`src/rtl/otter_pc_pkg.sv`:
```
// Shared types for the OTTER program-counter unit: next-PC source codes and sequencer states.
package otter_pc_pkg;

    typedef enum logic [2:0] {
        SEQ    = 3'd0,
        JALR   = 3'd1,
        BRANCH = 3'd2,
        JAL    = 3'd3,
        TRAP   = 3'd4,
        MRET   = 3'd5
    } pc_sel_t;

    // State literals carry a prefix so they cannot collide with the TRAP source code.
    typedef enum logic [1:0] {
        ST_BOOT = 2'd0,
        ST_RUN  = 2'd1,
        ST_TRAP = 2'd2
    } pc_state_t;

    function automatic logic is_redirect(input logic [2:0] sel);
        return (sel >= 3'd1) && (sel <= 3'd5);
    endfunction

endpackage

```
`src/rtl/pc_incr.sv`:
```
// Sequential-address adder: PC + STEP, wrapping modulo 2^PC_W.
module pc_incr #(
    parameter int PC_W = 32,
    parameter int STEP = 4
) (
    input  logic [PC_W-1:0] pc,
    output logic [PC_W-1:0] pc_plus
);

    assign pc_plus = pc + PC_W'(STEP);

endmodule

```
`src/rtl/pc_sequencer.sv`:
```
// OTTER fetch-stage program counter: next-PC select, alignment trap, BOOT/RUN/TRAP sequencing.
// Optional redirect-history buffer enabled with `define PC_HIST_EN.
module pc_sequencer
    import otter_pc_pkg::*;
#(
    parameter int              PC_W      = 32,
    parameter logic [PC_W-1:0] RESET_VEC = '0,
    parameter int              STEP      = 4,
    parameter int              ALIGN_B   = 2,
    parameter int              HIST_D    = 4
) (
    input  logic                      clk,
    input  logic                      rst_n,
    input  logic                      stall,
    input  logic [2:0]                pc_sel,
    input  logic [PC_W-1:0]           jalr_t,
    input  logic [PC_W-1:0]           branch_t,
    input  logic [PC_W-1:0]           jal_t,
    input  logic [PC_W-1:0]           mtvec,
    input  logic [PC_W-1:0]           mepc,
    output logic [PC_W-1:0]           pc,
    output logic [PC_W-1:0]           pc_plus,
    output logic                      pc_valid,
    output logic                      misalign,
    output logic [PC_W-1:0]           bad_addr
`ifdef PC_HIST_EN
    ,
    input  logic [$clog2(HIST_D)-1:0] hist_idx,
    output logic [PC_W-1:0]           hist_pc
`endif
);

    localparam logic [PC_W-1:0] ALIGN_MASK = PC_W'((64'd1 << ALIGN_B) - 64'd1);

    pc_state_t       state, next_state;
    logic [PC_W-1:0] target;
    logic [PC_W-1:0] pc_next;
    logic [PC_W-1:0] bad_addr_next;
    logic            misalign_next;
    logic            tgt_misaligned;

    pc_incr #(
        .PC_W (PC_W),
        .STEP (STEP)
    ) u_incr (
        .pc      (pc),
        .pc_plus (pc_plus)
    );

    // Codes 6 and 7 fall through to the sequential address.
    always_comb begin
        target = pc_plus;
        case (pc_sel_t'(pc_sel))
            JALR:    target = jalr_t & ~PC_W'(1);
            BRANCH:  target = branch_t;
            JAL:     target = jal_t;
            TRAP:    target = mtvec;
            MRET:    target = mepc;
            default: target = pc_plus;
        endcase
    end

    assign tgt_misaligned = is_redirect(pc_sel) && ((target & ALIGN_MASK) != '0);
    assign pc_valid       = (state == ST_RUN);

    always_comb begin
        next_state    = state;
        pc_next       = pc;
        misalign_next = 1'b0;
        bad_addr_next = bad_addr;
        case (state)
            ST_BOOT: begin
                next_state = ST_RUN;
            end
            ST_RUN: begin
                if (!stall) begin
                    if (tgt_misaligned) begin
                        misalign_next = 1'b1;
                        bad_addr_next = target;
                        next_state    = ST_TRAP;
                    end else begin
                        pc_next = target;
                    end
                end
            end
            // The trap vector is force-aligned so a bad MTVEC can never re-trap.
            ST_TRAP: begin
                pc_next    = mtvec & ~ALIGN_MASK;
                next_state = ST_RUN;
            end
            default: begin
                next_state = ST_BOOT;
            end
        endcase
    end

    always_ff @(posedge clk or negedge rst_n) begin
        if (!rst_n) begin
            state    <= ST_BOOT;
            pc       <= RESET_VEC;
            misalign <= 1'b0;
            bad_addr <= '0;
        end else begin
            state    <= next_state;
            pc       <= pc_next;
            misalign <= misalign_next;
            bad_addr <= bad_addr_next;
        end
    end

`ifdef PC_HIST_EN
    localparam int HIST_W = $clog2(HIST_D);

    logic [PC_W-1:0]   hist_mem [HIST_D];
    logic [HIST_W-1:0] wr_ptr;
    logic              hist_we;

    // Only redirects that actually move the PC are logged, with their source address.
    assign hist_we = (state == ST_RUN) && !stall && is_redirect(pc_sel) && !tgt_misaligned;

    always_ff @(posedge clk or negedge rst_n) begin
        if (!rst_n) begin
            wr_ptr <= '0;
            for (int i = 0; i < HIST_D; i++) begin
                hist_mem[i] <= '0;
            end
        end else if (hist_we) begin
            hist_mem[wr_ptr] <= pc;
            wr_ptr           <= wr_ptr + HIST_W'(1);
        end
    end

    assign hist_pc = hist_mem[wr_ptr - HIST_W'(1) - hist_idx];
`else
    if (HIST_D < 1) begin : g_no_hist
    end
`endif

endmodule

```
`config.mk`:
```
export PLATFORM = sky130hd
export DESIGN_NAME = pc_sequencer
export DESIGN_NICKNAME = d
export VERILOG_FILES = /design/src/rtl/otter_pc_pkg.sv /design/src/rtl/pc_incr.sv /design/src/rtl/pc_sequencer.sv
export SDC_FILE = /design/constraint.sdc
export NUM_CORES = 1
export LEC_CHECK = 0
export BUFFER_PORTS_ARGS = -buffer_cell sky130_fd_sc_hd__clkbuf_2
export CORE_ASPECT_RATIO = 0.9
export CORE_UTILIZATION = 35
export CTS_CLUSTER_SIZE = 10
export DETAILED_ROUTE_END_ITERATION = 10
export PLACE_DENSITY = 0.65
export SLEW_MARGIN = 10
export SYNTH_ARGS = -nofsm -noshare
export SYNTH_HDL_FRONTEND = slang
export SYNTH_SLANG_ARGS = --single-unit
```
`constraint.sdc`:
```
create_clock -name clk -period 2.8 [get_ports clk]
set_input_delay 0.42 -clock clk [delete_from_list [all_inputs] [get_ports clk]]
set_output_delay 0.42 -clock clk [all_outputs]
set_load 0.01 [all_outputs]
```
== Yosys cells after proc, flatten, opt, wreduce, memory -nomap -nowiden ==
Cells that the tools add are included.
Cells by class
  add/subtract/negate cells: 1
  order comparisons: 2
  eq/ne operators: 10
  multiplexer cells: 10
  bitwise operators: 1
  reductions and logical operators: 9
Operator list (count)
  32-bit one-hot mux with 5 select lines: 1
  32-bit 2-to-1 mux: 2
  32-bit one-hot mux with 2 select lines: 1
  32-bit by 3-bit adder with 32-bit output, second input constant: 1
  32-bit nonzero test: 1
  3-bit by 2-bit == test with 1-bit output, second input constant: 2
  3-bit == test, second input constant: 2
  3-bit AND reduction: 2
  2-bit 2-to-1 mux: 2
  2-bit inequality test, second input constant: 2
  2-bit one-hot mux with 2 select lines: 1
  3-bit by 1-bit == test with 1-bit output, second input constant: 1
  3-bit by 1-bit greater-or-equal comparator with 1-bit output, second input constant: 1
  3-bit less-or-equal comparator, second input constant: 1
  1-bit 2-to-1 mux: 3
  2-bit by 1-bit == test with 1-bit output, second input constant: 1
  2-bit == test, second input constant: 1
  1-bit logical AND: 2
  2-bit zero test: 1
  2-bit by 1-bit inequality test with 1-bit output, second input constant: 1
  2-bit AND reduction: 1
  2-bit nonzero test: 1
  2-bit OR reduction: 1
  1-bit inverter: 1
Storage, ports and cells
  register bits: 67
  input bits: 166
  output and inout port bits: 98
  logic and storage cells: 37

== Logic depth before layout (Yosys ltp) ==
  depth after elaboration: 7
  depth in mapped cells: 9
  gate-level depth less buffers: 7

== Hierarchy ==
A second synthesis with hierarchy kept.
Second synthesis, totals
  cell total of the unflattened synthesis: 556
  area, all modules: 4992.3 um^2
Modules (own cells, without submodules)
  pc_sequencer: times used 1, cells an instance 473, area an instance 4411.7 um^2, seq. area each 1676.6 um^2
  pc_incr: times used 1, cells an instance 83, area an instance 580.6 um^2, seq. area each 0.0 um^2

== Worst setup path before layout ==
Ideal clock, no wire load.
  path kind: register to output
  from: register pc[9]
  to: output port pc_plus[23]
  arrival: 1.868 ns
  data required time: 2.380 ns
  path slack: 0.512 ns
  stages on the path, launching flop included: 6
  buffers on the path: 1
  cell sequence: dfrtp_1 > nand4_4 > or4_1 > buf_2 > or4_1 > nand2_1
Between the ends
  word-level cells in the longest chain between the ends: 1
Ends and longest elaborated chain
  start, declared: RTL line pc_sequencer.sv:21  | output logic [PC_W-1:0] pc,
  start signal, assigned: RTL line pc_sequencer.sv:105  | pc <= pc_next;
  32-bit by 3-bit adder with 32-bit output: RTL line pc_incr.sv:10  | assign pc_plus = pc + PC_W'(STEP);
  end, declared: RTL line pc_sequencer.sv:22  | output logic [PC_W-1:0] pc_plus,
No other way between the ends.

== Worst setup path in the final report ==
  from: register pc[12]
  to: output port pc_plus[25]
Same word-level chain as after synthesis.

==> results.md <==
* Port Buf Inserts at 262
* Commonest cells after routing, fill and taps aside: 261 x clkbuf_2, 65 x dfrtp_1, 62 x nand2_1
* Global Route Usage Sum at 0.284
* Setup crit start kind: flip-flop
* GPL Wtd Cong at 0.884
* Critical path data arrival time at 2.29 ns
* Worst slew pin tran at 0.926 ns
* Final Cell Area at 7010 um2
* CTS tree: built
* Initial antenna violation count at 1
* Clock tree buffer depth at 2
* Layout area overhead at 38.9%
* Gr ovfl total at 0
* Synth Flop Type: dfrtp_1
* Starting density of the core at 0.359
* Vias per inst at 5.55
* Clk_lat worst skew at 0.33 ns
* Post-Layout Cell Count at 1081
* Placed instance count at 1065
* Max-Cap Viols at 0
* WL/cell at 19.6 um
* Ys async rst share at 1.00
* Static leakage at 3.39 nW
* Clock Sinks at 67
* Worst endpoint required time at 2.38 ns
* Share of cells above drive strength 1 at 0.396
* Row count at 41
* Register bit total from synthesis at 67
* Core outline area at 14100 um2
* Crit. path cell count at 5
* CP endpoint kind: output port
* Sw Share at 0.429
* Syn Std Cell Area at 5050 um2
* Count of final setup violators at 0
* Worst path cell trace: nand4_4 -> or4_4 -> or4_1 -> nand2_1 -> clkbuf_2
* Sequential power share at 0.319
* CP max stage delay at 0.64 ns
* WL final at 21200 um
* FF-to-FF setup slack at 0.48 ns
* Commonest non-fill, non-tap cell in the layout: clkbuf_2
* Capture point of the worst reg-to-reg path: bad_addr[18]$_DFFE_PN0P_
* Cells after synthesis at 629
* Net Sw Power at 2.51 mW
* Final min period at 2.71 ns
* CP Max Fanout at 8
* Die width at 129 um
* Hold buffers post-CTS at 0
* HP Class: input pin to asynchronous set/reset pin
* Hold Fails Final Rpt at 0
* ANT cells at 0
* Pwr per Cell Area at 836 nW/um2
* Bufs and invs on worst path at 1
* Nets@finish at 1050
* Run status: finished clean
* Synth warnings at 0
* Io pins at 264
* Postcts setup bufs at 0
* Post-DP Area at 6680 um2
* Vias in the first global route at 5560
* Worst slew margin at 0.383
* Register area share after synthesis at 0.332
* Post-synthesis area per instance at 8.03 um2
* Die height at 116 um
* Routed Antenna Nets at 0
* Kind of critical path: flip-flop to output port
* Htree depth at 3
* Post-synthesis cell type count at 59
* Fin Setup TNS at 0 ns
* CTS buffer count at 9
* Drt pass-1 iters at 5
* Slew Viols, Final at 0
* Slowest CP cell: or4_4
* Clock power share at 0.212
* Die Footprint at 14900 um2
* Post-synth EDFFs at 0
* Depth of the worst register-to-register path at 7
* DR vias at 6000
* Worst Skew at 0.00783 ns
* RR Startpoint: pc[5]$_DFFE_PN0P_
* Fmax at 0.369 GHz
* Worst VDD drop at 0.000449 V
* DRC at 0
* First-pass GRT wire length at 31600 um
* Largest net degree at the start of global routing at 68
* Worst-path clk slew at 0.06 ns
* Post-Syn Nets at 796
* Logic pwr share at 0.469
* Int Pwr at 3.35 mW
* DP HPWL at 16400 um
* Period utilisation layout at 0.967
* Worst path top cell family by delay: simple AND/OR/NAND/NOR gates
* Starting DRC count in detailed routing at 379
* Clock Tree Root: clkbuf_16
* RSZ-0062 raised after global routing: no
==> state kept, by name, indices dropped and copies added (netlist names) <==
| signal | count |
|---|---|
| misalign | 1 |
| pc | 32 |
| state | 2 |
| bad_addr | 32 |
==> worst max-delay path by stage <==
stage | start | end | slack [ns]
after detailed placement | pc_sel[0] | pc[18]$_DFFE_PN0P_ | 0.29
final | pc[12]$_DFFE_PN0P_ | pc_plus[25] | 0.09
after global placement | pc_sel[2] | pc[19]$_DFFE_PN0P_ | 0.30
after CTS | pc[3]$_DFFE_PN0P_ | pc_plus[12] | 0.05
after global routing | pc[5]$_DFFE_PN0P_ | pc_plus[11] | 0.005
after floorplan | pc[9]$_DFFE_PN0P_ | pc_plus[23] | 0.51
==> cell usage after synthesis (7+ instances only) <==
cell	n	area, um2
a211o_1	7	61.3
a21oi_1	56	280
a22o_1	11	96.3
a22oi_1	17	128
a31oi_1	23	144
and3_1	11	68.8
buf_1	7	26.3
buf_2	8	40.0
clkbuf_1	37	139
dfrtp_1	67	1680
inv_1	16	60.1
mux2_2	11	124
mux2i_1	15	150
nand2_1	62	233
nand2b_1	7	43.8
nand3_1	17	85.1
nand4_1	9	56.3
nor2_1	34	128
nor3b_1	14	105
o211ai_1	9	67.6
o21a_1	9	67.6
o21ai_0	58	290
o22ai_1	20	125
xnor2_1	12	105
xor2_1	10	87.6
==> metrics by stage <==
stage / utilization / total power, mW / setup WS [ns] / hold WS, ns
final: 0.499 / 5.86 / 0.0936 / 0.224
after global routing: 0.499 / 6.21 / 0.00538 / 0.264
after CTS: 0.498 / 5.85 / 0.0495 / 0.261
after detailed placement: 0.475 / 4.59 / 0.292 / 0.459
after global placement: 0.475 / 4.57 / 0.304 / 0.456
after floorplan: - / 3.23 / 0.512 / 0.124
==> kinds of logic (layout without fill, tap and decap cells) <==
kind of cell | after synthesis | after routing | synth area share
flops | 67 | 67 | 0.332
compound gates | 242 | 242 | 0.305
simple gates | 198 | 198 | 0.207
fa+ha+maj | 1 | 1 | 0.00248
mux | 28 | 28 | 0.0587
buf+inv | 71 | 330 | 0.0570
xor+xnor | 22 | 22 | 0.0382
==> final cells by class <==
class,instances,area [um2]
clock inverters,7,101
fillers,1465,7050
flip-flops and latches,67,1680
well taps,193,241
repair buffers,298,1610
clock buffers,9,225
inverters,16,60.1
multi-input cells,491,3090
==> power groups by stage <==
stage / registers, mW / clock network [mW] / logic [mW]
2_1_floorplan: 1.97 / 0 / 1.26
5_1_grt: 1.93 / 1.29 / 2.98
6_report: 1.87 / 1.24 / 2.75
3_3_place_gp: 1.86 / 0 / 2.71
3_5_place_dp: 1.87 / 0 / 2.73
4_1_cts: 1.86 / 1.26 / 2.74
==> routing by layer <==
| layer | GRT usage | share of wire | vias to the layer above |
|---|---|---|---|
| met1 | 0.404 | 0.46 | 2855 |
| met2 | 0.443 | 0.45 | 267 |
| met3 | 0.0568 | 0.077 | 25 |
| met4 | 0.0643 | 0.013 | 2 |
| li1 | - | - | 2851 |
| met5 | 0 | 0.00061 | - |
==> timing repair <==
action | 4_1_cts | 5_1_grt
gates resized for setup | 1 | 3
pin swaps | 0 | 0
setup endpoints to repair | 3 | 4
No activity file was read; power rests on OpenSTA's default activity.
